## src/rtl/tra_pkg.sv

```systemverilog
// Shared types for the traffic phase controller: light codes, states, light decode.
// Latency: n/a (types and pure functions only).
// Backpressure: n/a.
package tra_pkg;

    localparam int PHASE_W = 4;

    localparam logic [1:0] CAR_RED    = 2'b00;
    localparam logic [1:0] CAR_GREEN  = 2'b01;
    localparam logic [1:0] CAR_YELLOW = 2'b10;
    localparam logic [1:0] CAR_LEFT   = 2'b11;

    localparam logic [1:0] HMN_RED    = 2'b00;
    localparam logic [1:0] HMN_GREEN  = 2'b01;
    localparam logic [1:0] HMN_BLINK  = 2'b10;

    // Enum values double as the externally visible phase code.
    typedef enum logic [PHASE_W-1:0] {
        ST_ALL_RED = 4'd0,
        ST_A_GO    = 4'd1,
        ST_A_BLINK = 4'd2,
        ST_A_Y1    = 4'd3,
        ST_A_LEFT  = 4'd4,
        ST_A_Y2    = 4'd5,
        ST_B_GO    = 4'd6,
        ST_B_BLINK = 4'd7,
        ST_B_Y1    = 4'd8,
        ST_B_LEFT  = 4'd9,
        ST_B_Y2    = 4'd10,
        ST_NIGHT   = 4'd11
    } state_t;

    typedef struct packed {
        logic [1:0] car_a;
        logic [1:0] hmn_a;
        logic [1:0] car_b;
        logic [1:0] hmn_b;
    } lights_t;

    function automatic lights_t light_decode(input state_t st);
        lights_t l;
        l = '{car_a: CAR_RED, hmn_a: HMN_RED, car_b: CAR_RED, hmn_b: HMN_RED};
        case (st)
            ST_A_GO:    begin l.car_a = CAR_GREEN;  l.hmn_b = HMN_GREEN; end
            ST_A_BLINK: begin l.car_a = CAR_GREEN;  l.hmn_b = HMN_BLINK; end
            ST_A_Y1,
            ST_A_Y2:    l.car_a = CAR_YELLOW;
            ST_A_LEFT:  l.car_a = CAR_LEFT;
            ST_B_GO:    begin l.car_b = CAR_GREEN;  l.hmn_a = HMN_GREEN; end
            ST_B_BLINK: begin l.car_b = CAR_GREEN;  l.hmn_a = HMN_BLINK; end
            ST_B_Y1,
            ST_B_Y2:    l.car_b = CAR_YELLOW;
            ST_B_LEFT:  l.car_b = CAR_LEFT;
            ST_NIGHT:   begin l.car_a = CAR_YELLOW; l.car_b = CAR_YELLOW; end
            default:    ;
        endcase
        return l;
    endfunction

endpackage

```

## src/rtl/tra_tick_gen.sv

```systemverilog
// Timing prescaler: one-cycle tick every TICK_DIV clk cycles, restartable via clr.
// Latency: tick is a decode of the count register (same cycle).
// Backpressure: none, free-running.
module tra_tick_gen #(
    parameter int TICK_DIV = 1
) (
    input  logic clk,
    input  logic rst_n,
    input  logic clr,
    output logic tick
);

    localparam int PW = (TICK_DIV > 1) ? $clog2(TICK_DIV) : 1;

    logic [PW-1:0] cnt_q;

    assign tick = (cnt_q == PW'(TICK_DIV - 1));

    always_ff @(posedge clk or negedge rst_n) begin
        if (!rst_n) begin
            cnt_q <= '0;
        end else if (clr || tick) begin
            cnt_q <= '0;
        end else begin
            cnt_q <= cnt_q + PW'(1);
        end
    end

endmodule

```

## src/rtl/tra_phase_ctrl.sv

```systemverilog
// Two-direction traffic light sequencer with left-turn phases and night flashing.
// Latency: lights/phase registered with the state; phase_done marks the last clk of a phase.
// Backpressure: none, free-running timer.
module tra_phase_ctrl
    import tra_pkg::*;
#(
    parameter int GO_T     = 14,
    parameter int BLINK_T  = 6,
    parameter int YEL_T    = 2,
    parameter int LEFT_T   = 10,
    parameter int LEFT_EN  = 1,
    parameter int ALLRED_T = 1,
    parameter int TICK_DIV = 1,
    parameter int CNT_W    = 8
) (
    input  logic               clk,
    input  logic               rst_n,
    input  logic               night_mode,
    output logic [1:0]         car_light_a,
    output logic [1:0]         car_light_b,
    output logic [1:0]         hmn_light_a,
    output logic [1:0]         hmn_light_b,
    output logic [PHASE_W-1:0] phase,
    output logic               phase_done
);

    localparam longint MAX_D = longint'(1) << CNT_W;

    if (GO_T < 1 || BLINK_T < 1 || YEL_T < 1 || LEFT_T < 1 || ALLRED_T < 1 ||
        GO_T > MAX_D || BLINK_T > MAX_D || YEL_T > MAX_D || LEFT_T > MAX_D ||
        ALLRED_T > MAX_D || TICK_DIV < 1) begin : g_param_chk
        $fatal(1, "tra_phase_ctrl: illegal timing parameters");
    end

    state_t           state_q;
    state_t           nxt_st;
    lights_t          lights_q;
    logic [CNT_W-1:0] timer_q;
    logic             tick;
    logic             phase_end;

    function automatic logic [CNT_W-1:0] dur_m1(input state_t st);
        case (st)
            ST_ALL_RED:            return CNT_W'(ALLRED_T - 1);
            ST_A_GO,   ST_B_GO:    return CNT_W'(GO_T - 1);
            ST_A_BLINK, ST_B_BLINK: return CNT_W'(BLINK_T - 1);
            ST_A_LEFT, ST_B_LEFT:  return CNT_W'(LEFT_T - 1);
            ST_NIGHT:              return '0;
            default:               return CNT_W'(YEL_T - 1);
        endcase
    endfunction

    function automatic state_t succ(input state_t st);
        case (st)
            ST_ALL_RED: return ST_A_GO;
            ST_A_GO:    return ST_A_BLINK;
            ST_A_BLINK: return ST_A_Y1;
            ST_A_Y1:    return (LEFT_EN != 0) ? ST_A_LEFT : ST_B_GO;
            ST_A_LEFT:  return ST_A_Y2;
            ST_A_Y2:    return ST_B_GO;
            ST_B_GO:    return ST_B_BLINK;
            ST_B_BLINK: return ST_B_Y1;
            ST_B_Y1:    return (LEFT_EN != 0) ? ST_B_LEFT : ST_ALL_RED;
            ST_B_LEFT:  return ST_B_Y2;
            default:    return ST_ALL_RED;
        endcase
    endfunction

    tra_tick_gen #(
        .TICK_DIV (TICK_DIV)
    ) u_tick_gen (
        .clk   (clk),
        .rst_n (rst_n),
        .clr   (phase_end),
        .tick  (tick)
    );

    // NIGHT has no timer: it ends on any tick once the request is withdrawn.
    assign phase_end = tick && ((state_q == ST_NIGHT) ? !night_mode : (timer_q == '0));

    always_comb begin
        nxt_st = ST_ALL_RED;
        if (state_q != ST_NIGHT) begin
            nxt_st = night_mode ? ST_NIGHT : succ(state_q);
        end
    end

    always_ff @(posedge clk or negedge rst_n) begin
        if (!rst_n) begin
            state_q  <= ST_ALL_RED;
            lights_q <= '0;
            timer_q  <= CNT_W'(ALLRED_T - 1);
        end else if (phase_end) begin
            state_q  <= nxt_st;
            lights_q <= light_decode(nxt_st);
            timer_q  <= dur_m1(nxt_st);
        end else if (tick && state_q != ST_NIGHT) begin
            timer_q  <= timer_q - CNT_W'(1);
        end
    end

    assign car_light_a = lights_q.car_a;
    assign hmn_light_a = lights_q.hmn_a;
    assign car_light_b = lights_q.car_b;
    assign hmn_light_b = lights_q.hmn_b;
    assign phase       = state_q;
    // Gated so the pulse stays low while the block is held in reset.
    assign phase_done  = rst_n && phase_end;

endmodule

```

## config.mk

```make
export PLATFORM = sky130hd
export DESIGN_NAME = tra_phase_ctrl
export DESIGN_NICKNAME = d
export VERILOG_FILES = /design/src/rtl/tra_pkg.sv /design/src/rtl/tra_tick_gen.sv /design/src/rtl/tra_phase_ctrl.sv
export SDC_FILE = /design/constraint.sdc
export NUM_CORES = 1
export LEC_CHECK = 0
export ABC_CLOCK_PERIOD_IN_PS = 2600
export CELL_PAD_IN_SITES_DETAIL_PLACEMENT = 0
export CELL_PAD_IN_SITES_GLOBAL_PLACEMENT = 1
export CORE_ASPECT_RATIO = 1.75
export CORE_MARGIN = 2
export CORE_UTILIZATION = 35
export CTS_BUF_LIST = sky130_fd_sc_hd__clkbuf_8 sky130_fd_sc_hd__clkbuf_16
export CTS_CLUSTER_DIAMETER = 100
export DETAILED_ROUTE_END_ITERATION = 8
export PLACE_DENSITY = 0.65
export SLEW_MARGIN = 20
export SYNTH_ARGS = -nofsm -noshare
export SYNTH_HDL_FRONTEND = slang
export SYNTH_HIERARCHICAL = 1
export SYNTH_SLANG_ARGS = --single-unit
```

## constraint.sdc

```tcl
create_clock -name clk -period 2.6 [get_ports clk]
set_input_delay 0.39 -clock clk [delete_from_list [all_inputs] [get_ports clk]]
set_output_delay 0.39 -clock clk [all_outputs]
set_load 0.1 [all_outputs]
```

==> flow_results.xml <==
<?xml version="1.0" encoding="UTF-8"?>
<metrics>
  <group name="outcome">
    <metric name="outcome" unit="">finished clean</metric>
  </group>
  <group name="timing">
    <metric name="tns" unit="ns">0</metric>
    <metric name="period_needed" unit="ns">2.45</metric>
    <metric name="max_slew_margin" unit="%">52.9</metric>
    <metric name="worst-slew-pin-transition" unit="ns">0.699</metric>
    <metric name="report.final.slew_viol_count" unit="">0</metric>
    <metric name="timing.fmax" unit="GHz">0.408</metric>
    <metric name="timing.clock.skew" unit="ns">0.00171</metric>
    <metric name="timing.final.crit_share" unit="%">94.3</metric>
    <metric name="rsz_0062_raised_after_global_routing" unit="">no</metric>
    <metric name="report.final.hold_viol_count" unit="">0</metric>
    <metric name="report.final.setup_viol" unit="">0</metric>
  </group>
  <group name="final_layout">
    <metric name="flow.area_growth_from_synthesis" unit="%">18.7</metric>
    <metric name="antenna_cells" unit="">0</metric>
    <metric name="count_of_fill_cells_added_during_filler_insertion" unit="">360</metric>
    <metric name="layout-drive-gt1-share" unit="%">20.8</metric>
    <metric name="nets" unit="">177</metric>
  </group>
  <group name="synth">
    <metric name="synth_common_cells" unit="">21 x dfrtp_1, 18 x nand2_1, 13 x nor2_1</metric>
    <metric name="synth-seq-area-share" unit="%">39.3</metric>
    <metric name="number_of_enable_type_register_cells_in_the_synthesized_netlist" unit="">0</metric>
    <metric name="synth_area" unit="µm²">1340</metric>
    <metric name="postSynthAreaPerCell" unit="µm²">9.05</metric>
    <metric name="main_combinational_cell_family_by_area_after_synthesis" unit="">simple AND/OR/NAND/NOR gates</metric>
    <metric name="synth.most_common_cell" unit="">dfrtp_1</metric>
    <metric name="synth_top_cell_by_area" unit="">dfrtp_1</metric>
    <metric name="synth_compound_gate_area_share" unit="%">20.2</metric>
    <metric name="synth.top_cells.by_area" unit="">dfrtp_1 39%, nand2_1 5.0%, ha_1 4.7%</metric>
    <metric name="post_synth_fa_ha_maj_area_fraction" unit="%">4.67</metric>
    <metric name="synth.ff_latch_count" unit="">21</metric>
    <metric name="ys_types" unit="">42</metric>
    <metric name="synth_top_flop_cell" unit="">dfrtp_1</metric>
    <metric name="synthXorXnorAreaFrac" unit="%">3.93</metric>
    <metric name="synth_simple_gate_area_share" unit="%">25.9</metric>
    <metric name="yosys-mux-area-fraction" unit="%">0</metric>
    <metric name="yosys.area.top_type_share" unit="%">39.3</metric>
    <metric name="synth.yosys.warnings" unit="">6</metric>
    <metric name="synth_async_reset_ratio" unit="%">100</metric>
    <metric name="synth_nets" unit="">156</metric>
    <metric name="synthCells" unit="">148</metric>
  </group>
  <group name="global_routing">
    <metric name="grt_pass1_wl" unit="mm">5.64</metric>
    <metric name="grt_pass1_vias" unit="">1170</metric>
    <metric name="number_of_antenna_violations_at_the_first_check_in_global_routing" unit="">0</metric>
    <metric name="global_route_usage_over_all_layers" unit="%">17.1</metric>
    <metric name="gr-total-overflow" unit="">0</metric>
    <metric name="grt_start_max_net_pins" unit="">22</metric>
  </group>
  <group name="floorplan">
    <metric name="floorplan.rows" unit="">29</metric>
    <metric name="floorplan.initialDensity" unit="%">36.9</metric>
    <metric name="die_height" unit="µm">85.8</metric>
    <metric name="die_x" unit="µm">50.8</metric>
    <metric name="core" unit="µm²">3630</metric>
    <metric name="boundaryPins" unit="">16</metric>
    <metric name="die-area" unit="µm²">4360</metric>
  </group>
  <group name="route">
    <metric name="drt_drc_violations_left" unit="">0</metric>
    <metric name="drtAntennaViolNets" unit="">0</metric>
    <metric name="detail_route.wirelength" unit="mm">3.33</metric>
    <metric name="via_count" unit="">1132</metric>
    <metric name="detail_route.vias_per_cell" unit="">5.29</metric>
    <metric name="drt_first_pass_iters" unit="">4</metric>
    <metric name="initialDrtViolationCount" unit="">23</metric>
    <metric name="wire_per_inst" unit="µm">15.5</metric>
  </group>
  <group name="placement">
    <metric name="post-dp-hpwl" unit="mm">2.55</metric>
    <metric name="port_buffers" unit="">15</metric>
    <metric name="finalWeightedCongestion" unit="">0.876</metric>
  </group>
  <group name="clock_network">
    <metric name="cts_sinks" unit="">21</metric>
    <metric name="cts-resized-gates" unit="">0</metric>
    <metric name="htree_levels" unit="">1</metric>
    <metric name="clock_path_buffers" unit="">2</metric>
    <metric name="cts_post_setup_buffers_inserted" unit="">0</metric>
    <metric name="tritoncts_clock_tree" unit="">done</metric>
    <metric name="cts_root_buffer" unit="">clkbuf_8</metric>
    <metric name="holdBufCountCts" unit="">0</metric>
    <metric name="cts_inserted_buffers" unit="">3</metric>
    <metric name="clock_insertion_delay_worst_skew" unit="ns">0.26</metric>
    <metric name="clk_transition_reported_paths" unit="ns">0.08</metric>
  </group>
  <group name="worst_hold_path">
    <metric name="holdPathStages" unit="">2</metric>
    <metric name="hp-class" unit="">reg -&gt; reg</metric>
    <metric name="whs_endpoint" unit="">hmn_light_a[0]</metric>
    <metric name="min-delay-start" unit="">hmn_light_a[0]</metric>
  </group>
  <group name="critical_path">
    <metric name="crit-reg2reg-launch" unit="">phase[1]</metric>
    <metric name="setup.worst_path.end_class" unit="">output port</metric>
    <metric name="ff2ff_path_depth" unit="">7</metric>
    <metric name="path_max_fanout" unit="">6</metric>
    <metric name="worst_ep_arrival_time" unit="ns">2.06</metric>
    <metric name="worst-endpoint-required" unit="ns">2.21</metric>
    <metric name="worst-setup-path-type" unit="">reg -&gt; out</metric>
    <metric name="worstSetupStartpointType" unit="">flop</metric>
    <metric name="worstReg2RegEnd" unit="">timer_q[0]</metric>
    <metric name="timing.reg2reg.setup_slack" unit="ns">0.46</metric>
  </group>
  <group name="flow_run">
    <metric name="max-cap-violations" unit="">0</metric>
  </group>
</metrics>
[how the worst max path moves through the flow]
stage / slack, ns / to / startpoint / cells past startpoint
2_1_floorplan: 0.009 / phase_done / phase[0] / 7
3_3_place_gp: 0.37 / timer_q[3] / night_mode / 7
3_5_place_dp: 0.38 / timer_q[0] / night_mode / 7
4_1_cts: 0.15 / phase_done / phase[0] / 7
5_1_grt: 0.04 / phase_done / phase[0] / 7
6_report: 0.15 / phase_done / phase[0] / 7
[state kept, by name, summed over array words and instances, names as in the netlist]
register          count
timer_q               8
phase                 4
hmn_light_b           2
hmn_light_a           2
u_tick_gen/cnt_q      1
car_light_b           2
car_light_a           2
[cell families after synthesis]
logic type | Yosys count
adders and majority gates | 5
DFF | 21
and+or+nand+nor | 64
other | 1
AOI/OAI and AO/OA | 36
xor gates and xnor gates | 6
buffers and inverters | 15
[critical path, cell delays in order (launching register included)]
cell and delay (ns):
dfrtp_2 0.43, ha_1 0.20, nor2b_1 0.36, and2_1 0.30
o21bai_2 0.11, inv_1 0.07, and2_2 0.16, buf_12 0.17
[cell type report]
type                       count  area, µm²  area share [%]
inverter                       8       30.0            1.89
sequential                    21        528            33.2
tap                           46       57.6            3.62
timing repair buffer          23        190            12.0
clock buffer                   3       41.3            2.60
clock inverter                 1       5.00           0.315
multi-input combinational    112        737            46.4
[per-stage QoR]
step                hold slack (ns)  std cells  cell area (µm²)  setup slack (ns)  utilization [%]
floorplan                    0.0944        148             1340           0.00935                -
global placement              0.463        210             1540             0.374             42.5
detailed placement            0.467        210             1540             0.377             42.5
CTS                           0.486        214             1590             0.145             43.8
global route                  0.519        214             1590            0.0398             43.8
finish                        0.480        214             1590             0.147             43.8
[placed cells by master (no fill, tap or decap), drive strengths merged, types with 5 or more instances in the layout]
| master | count |
|---|---|
| nor3 | 6 |
| dfrtp | 21 |
| inv | 8 |
| buf | 21 |
| o21ai | 11 |
| nor2 | 13 |
| nand2 | 18 |
| ha | 5 |
[layer usage]
| layer | up-vias | GRT usage (%) | share of wire [%] |
|---|---|---|---|
| li1 | 560 | - | - |
| met1 | 545 | 19.4 | 40 |
| met2 | 19 | 30.7 | 56 |
| met3 | 8 | 1.74 | 1.6 |
| met4 | 0 | 8.60 | 2.6 |
| met5 | - | 0 | 0 |
Power is not shown: default switching activity piles up to over one toggle a cycle in this logic, so the estimate is an artifact.
